--- src/rtl/prm_obstacle_scan.sv ---
// -----------------------------------------------------------------------------
// prm_obstacle_scan
//
// Streams a set of 15-bit obstacle voxel codes to a bank of edge checkers and
// accumulates which edges are blocked by any obstacle in the set.
//
// Each accepted code is registered onto chk_code and broadcast to every
// checker. The checkers answer combinationally on chk_mask, and that answer
// is folded into blocked on the following cycle, so the code and its mask are
// always paired exactly one cycle apart.
//
// Ports
//   clk, rst_n        clock, asynchronous active-low reset
//   start             begin a scan (only looked at in IDLE)
//   abort             drop the current scan (SCAN/DRAIN), no done pulse
//   obs_valid/ready   obstacle code input handshake
//   obs_code          obstacle voxel code
//   obs_last          final code of the obstacle set (qualified by obs_valid)
//   chk_code          registered code broadcast to all checkers
//   chk_mask          edge_mask returns, bit i from checker i
//   blocked           OR of all chk_mask returns over the set
//   busy              scan in progress (SCAN or DRAIN)
//   done              one-cycle pulse, blocked/obs_count are final
//   obs_count         codes accepted in the current/last scan (saturating)
//   dbg_state         current FSM state (0 IDLE, 1 SCAN, 2 DRAIN, 3 DONE)
//
// Handshake: a code is transferred on a rising edge where obs_valid and
// obs_ready are both high. obs_ready is high only in SCAN and is dropped in a
// cycle where abort is asserted, so a raised valid/ready pair always means
// the code is taken; obs_code/obs_last are ignored whenever obs_valid is low.
// -----------------------------------------------------------------------------
module prm_obstacle_scan #(
    parameter int NUM_EDGES = 16,
    parameter int CNT_W     = 16
) (
    input  logic                 clk,
    input  logic                 rst_n,
    input  logic                 start,
    input  logic                 abort,
    input  logic                 obs_valid,
    output logic                 obs_ready,
    input  logic [14:0]          obs_code,
    input  logic                 obs_last,
    output logic [14:0]          chk_code,
    input  logic [NUM_EDGES-1:0] chk_mask,
    output logic [NUM_EDGES-1:0] blocked,
    output logic                 busy,
    output logic                 done,
    output logic [CNT_W-1:0]     obs_count,
    output logic [1:0]           dbg_state
);

    typedef enum logic [1:0] {
        IDLE  = 2'd0,
        SCAN  = 2'd1,
        DRAIN = 2'd2,
        DONE  = 2'd3
    } state_t;

    state_t state_q;
    state_t state_d;

    logic pend_q;   // chk_code changed last edge; its mask is on chk_mask now
    logic accept;   // code transferred on this edge
    logic fold;     // OR chk_mask into blocked on this edge
    logic clear;    // start of a new scan

    // ---------------------------------------------------------------------
    // State register
    // ---------------------------------------------------------------------
    always_ff @(posedge clk or negedge rst_n) begin
        if (!rst_n) begin
            state_q <= IDLE;
        end else begin
            state_q <= state_d;
        end
    end

    // ---------------------------------------------------------------------
    // Next state and control decode
    // ---------------------------------------------------------------------
    always_comb begin
        state_d   = state_q;
        obs_ready = 1'b0;
        busy      = 1'b0;
        done      = 1'b0;
        accept    = 1'b0;
        fold      = 1'b0;
        clear     = 1'b0;

        case (state_q)
            IDLE: begin
                if (start) begin
                    clear   = 1'b1;
                    state_d = SCAN;
                end
            end

            SCAN: begin
                busy = 1'b1;
                if (abort) begin
                    // Pending mask is dropped: fold stays low.
                    state_d = IDLE;
                end else begin
                    obs_ready = 1'b1;
                    fold      = pend_q;
                    if (obs_valid) begin
                        accept = 1'b1;
                        if (obs_last) begin
                            state_d = DRAIN;
                        end
                    end
                end
            end

            DRAIN: begin
                busy = 1'b1;
                if (abort) begin
                    state_d = IDLE;
                end else begin
                    // The final code was accepted last edge, so pend_q is set.
                    fold    = pend_q;
                    state_d = DONE;
                end
            end

            DONE: begin
                done    = 1'b1;
                state_d = IDLE;
            end

            default: begin
                state_d = IDLE;
            end
        endcase
    end

    // ---------------------------------------------------------------------
    // Datapath
    // ---------------------------------------------------------------------
    always_ff @(posedge clk or negedge rst_n) begin
        if (!rst_n) begin
            chk_code  <= '0;
            pend_q    <= 1'b0;
            blocked   <= '0;
            obs_count <= '0;
        end else begin
            // A mask is pending only for the cycle right after an accept.
            pend_q <= accept;

            if (accept) begin
                chk_code <= obs_code;
            end

            if (clear) begin
                obs_count <= '0;
            end else if (accept && (obs_count != {CNT_W{1'b1}})) begin
                obs_count <= obs_count + {{(CNT_W-1){1'b0}}, 1'b1};
            end

            if (clear) begin
                blocked <= '0;
            end else if (fold) begin
                blocked <= blocked | chk_mask;
            end
        end
    end

    assign dbg_state = state_q;

endmodule
--- config.mk ---
export PLATFORM = sky130hd
export DESIGN_NAME = prm_obstacle_scan
export DESIGN_NICKNAME = d
export VERILOG_FILES = /design/src/rtl/prm_obstacle_scan.sv
export SDC_FILE = /design/constraint.sdc
export NUM_CORES = 1
export LEC_CHECK = 0
export ABC_AREA = 1
export ABC_CLOCK_PERIOD_IN_PS = 1700
export CAP_MARGIN = 5
export CORE_MARGIN = 4
export CORE_UTILIZATION = 45
export CTS_CLUSTER_SIZE = 30
export DETAILED_ROUTE_END_ITERATION = 12
export PLACE_DENSITY = 0.77
export SLEW_MARGIN = 20
export SYNTH_ARGS = -nofsm -noshare
export SYNTH_HDL_FRONTEND = slang
export SYNTH_SLANG_ARGS = --single-unit
export TNS_END_PERCENT = 20
--- constraint.sdc ---
create_clock -name clk -period 1.7 [get_ports clk]
set_input_delay 0.34 -clock clk [delete_from_list [all_inputs] [get_ports clk]]
set_output_delay 0.34 -clock clk [all_outputs]
set_load 0.1 [all_outputs]
# Yosys cells after proc, flatten, opt, wreduce, memory -nomap -nowiden
# Cells that the tools add are included.
# word_totals
reg_bits	50
output_inout_bits	52
in_bits	37
# op_classes
addsub	1
n_mux	21
bitwise	1
reduce_logical	6
eq_ne	7
# ops
operator	n
two-way mux 16 bit	4
adder 16 x 1 -> 16 bit (second input constant)	1
inequality test 16 bit (second input constant)	1
OR 16 bit	1
two-way mux 1 bit	11
two-way mux 2 bit	5
one-hot mux 2 bit (4 select lines)	1
inequality test 3 bit (second input constant)	2
== test 2 bit (second input constant)	2
nonzero test 2 bit	2
AND reduction 3 bit	1
== test 2 x 1 -> 1 bit (second input constant)	1
zero test 2 bit	1
inequality test 2 bit (second input constant)	1
OR reduction 2 bit	1
logical AND 1 bit	1

# Depth between registers and ports, before layout
# depth
depth_word	6
ltp_mapped	10

# Worst setup path before layout
# Ideal clock, no wire load.
# synth_timing
kind	register -> register
start	register state_q[0] (netlist: dbg_state[0])
end	register obs_count[7]
t_arrival_ps	2902
n_path_buf	1
setup_ps	121
required_ps	1579
slack_ps	-1323
period_less_slack_ps	3023
stages_incl_launch_ff	10
cell_sequence	dfrtp_1 ha_1 inv_1 nor2_2 nand2_2 inv_2 o21ai_4 buf_6 nand3_1 nand2_1
# synth_between
elab_chain_cells	4
word_cells_on_any_way	7
cone_classes	1 x eq/ne; 3 x mux; 3 x reduce/logical
# synth_lines
item	line	rtl
start: declaration	60	state_t state_q;
start signal: assignment	75	state_q <= state_d;
== test 2 x 1 -> 1 bit	91	case (state_q)
two-way mux 1 bit	91	
logical AND 1 bit	157	end else if (accept && (obs_count != {CNT_W{1'b1}})) begin
nonzero test 2 bit (no line)	--	
end signal: assignment	158	obs_count <= obs_count + {{(CNT_W-1){1'b0}}, 1'b1};
end: declaration	49	output logic [CNT_W-1:0] obs_count,
# Parallel ways exist; a longest one is shown, timed or not.
# A chain may end at the register's enable or synchronous reset.

# Final worst setup path
# layout_timing
start	register state_q[1] (netlist: dbg_state[1])
end	output obs_ready
# layout_between
elab_chain_cells	2
# layout_lines
item	line	rtl
== test 2 x 1 -> 1 bit	91	
two-way mux 1 bit	91	
end: declaration	41	output logic obs_ready,
# No other way between the ends.

==> metrics.txt <==
via count 2,423; CTS root buffer clkbuf_8; Worst Hold Class primary input to asynchronous set/reset pin; Mean Syn Cell Area 7.90 um^2; busiest grt layer met2; I/O pin cnt just under 90; async set-reset flop share out of synthesis 100%; chip width 81.9 um; antenna violations before repair 0; Tcrit/Tclk final around 100%; EDFF count, synth 0; slowest stage delay, CP about 0.51 ns; antenna viol nets, final 0; R2R Path End obs_count[8]; sequential share of power 24.6%; Initial DRT Pass Iterations 4; critical path data arrival time around 1.4 ns; Req. time, crit path about 1.4 ns; top cells by area, synth dfrtp_1 51%, nand2_1 20%, inv_1 4.9%; Inserted Diodes 0; sequential fraction of the synthesis area about half; met2 usage 40.1%; Layout Skew between 0.006 and 0.007 ns; routed wire length 6990 um; post-route minimum period around 1.7 ns; Synth Flop Type dfrtp_1; Min Hold Slack between 0.006 and 0.007 ns; CP Max Fanout 4; Tot Pwr roughly 7.4 mW; synth unique cells 25; htree depth 2; Clock Pin Slew Worst Setup and Hold Paths about 0.09 ns; internal power between 3 and 4 mW; Worst R2R Setup Slack approximately 0.07 ns; critical-path cell list inv_6, ha_4, inv_2, nor2_4, buf_12; Area Growth Syn to Fin 75.1%; first-pass GRT wire length between 10,000 and 15,000 um; post-synth top area share 50.9%; vias in the first global route around 2,400; pin count of the biggest net entering global routing just over 50; CTS tree built; CTS Sinks 50; status finished, final reports clean; switching share of power between 50% and 60%; net load switching power roughly 3.9 mW; Clock Power Share a little under an eighth; post-DR wirelength/cell 14.1 um; setup violators final 0; syn nets roughly 350; R2R depth 11; Yosys warnings 0; Synth Instances 311; unrepaired setup endpoints after global routing true; Comb power frac around 64%; reg2reg start dbg_state[1]; Synth area leader dfrtp_1; Die H approximately 82 um; final number of hold-violating endpoints 0; Post-synth top cells 128 x nand2_1, 50 x dfrtp_1, 32 x inv_1; most frequent cell after synthesis nand2_1; Setup crit start kind flip-flop; GRT Util Overall about 22%; DP Wirelength 5290 um; Max VDD drop 0.00205 V; GR Util met1 a little over a quarter; final core occ 82.7%; GP Congestion 0.796; starting DRC count in detailed routing 125; Row Count 26; core area around 5200 um^2; drc violations 0; I/O Buffers 88; Slew Limit Fails 0; Layout Nets between 400 and 500; Worst-Margin Slew 0.333 ns; max cap viols 0; synthesized area approximately 2500 um^2; grt ovf 0; slew margin rel. a little under 80%; clk buf depth 2; Vias/cell just under 5; cts bufs inserted 5; CP max stage cell dfrtp_4; CP Class flip-flop to output pin; #FFs+latches synth 50; Pleak around 2.0 nW; Critical Path Sink Type output pin; latest clock arrival within the worst-skew pair between 0.3 and 0.4 ns; Starting Density 47.2%; die area roughly 6700 um^2; layout cells sized above 1 ~26%; pre-CTS setup slack approximately 0.012 ns; pwr dens roughly 1700 nW/um^2; fmax around 590 MHz; met3 usage between 5 and 6%; Setup WS post-layout roughly 0.0058 ns
registers in the layout, indices dropped and copies added, names as in the netlist:
| signal | count |
|---|---|
| blocked | 16 |
| pend_q | 1 |
| obs_count | 16 |
| chk_code | 15 |
| dbg_state | 2 |
routing by layer:
| layer | wire length [um] | up-vias |
|---|---|---|
| li1 | - | 1189 |
| met1 | 2760 | 1135 |
| met2 | 3660 | 88 |
| met3 | 471 | 11 |
| met4 | 96 | 0 |
| met5 | 0 | - |
cells in the final DEF, fill, tap and decap left out, types with 2 or more instances in the layout:
| cell type | instances |
|---|---|
| buf_12 | 54 |
| ha_1 | 3 |
| inv_1 | 29 |
| nand2_1 | 128 |
| dfrtp_4 | 2 |
| dfrtp_1 | 46 |
| o21ai_0 | 5 |
| nor2_1 | 20 |
| nand4_1 | 3 |
| xnor2_1 | 2 |
| clkdlybuf4s50_1 | 35 |
| inv_2 | 2 |
| clkbuf_8 | 5 |
| ha_4 | 2 |
| nand2_2 | 2 |
| xor2_1 | 5 |
| nand3_1 | 23 |
| buf_4 | 26 |
| a21oi_1 | 16 |
| dfrtp_2 | 2 |
| nand2_4 | 2 |
| nor2_4 | 3 |
timing repair:
action | in CTS | in global routing
hold buffers | 0 | 0
gates cloned | 0 | 0
buffers inserted | 2 | 2
endpoints found under the setup margin | 2 | 7
pin swaps | 1 | 1
resized for setup | 3 | 0
per-stage QoR:
stage                     cell area, um^2  instances  setup TNS (ns)
after floorplan                      2510        311          -19.13
after global placement               4170        486               0
after detailed placement             4170        486               0
after CTS                            4290        495               0
after global routing                 4300        497         -0.0608
final                                4300        497               0
cell type report:
cell class / count / area, um^2
Clock buffer: 6 / 72.6
Tap cell: 70 / 87.6
Fill cell: 289 / 902
Sequential cell: 50 / 1260
Clock inverter: 2 / 37.5
Multi-Input combinational cell: 220 / 1080
Inverter: 33 / 131
Timing Repair Buffer: 116 / 1630
worst max path at each step:
stage	startpoint	end	slack [ns]	cells after the start
floorplan	dbg_state[1]	obs_count[7]	-0.50	10
global placement	abort	obs_count[8]	0.06	8
detailed placement	abort	obs_count[4]	0.01	8
CTS	dbg_state[1]	obs_ready	0.0009	5
global route	dbg_state[1]	obs_ready	-0.03	5
finish	dbg_state[1]	obs_ready	0.006	5
kinds of logic after synthesis:
| family | count (synthesis) | synth area share [%] |
|---|---|---|
| compound gates | 23 | 5.24 |
| fa+ha+maj | 6 | 3.05 |
| flops | 50 | 50.9 |
| xor+xnor | 7 | 2.49 |
| buf+inv | 41 | 6.87 |
| simple gates | 184 | 31.4 |
power by group through the flow:
stage,combinational (mW),clock (mW),sequential (mW)
after detailed placement,4.74,0,1.85
after floorplan,0.905,0,3.77
after CTS,4.78,0.850,1.83
final,4.76,0.836,1.82
after global placement,4.67,0,1.82
after global routing,4.93,0.906,1.86
critical path, delay by kind of cell (launching register included):
family	cells	cell delay [ns]
buffers and inverters	3	0.31
and+or+nand+nor	1	0.10
adders and majority gates	1	0.12
DFF	1	0.51
No activity file was read; power rests on OpenSTA's default activity.
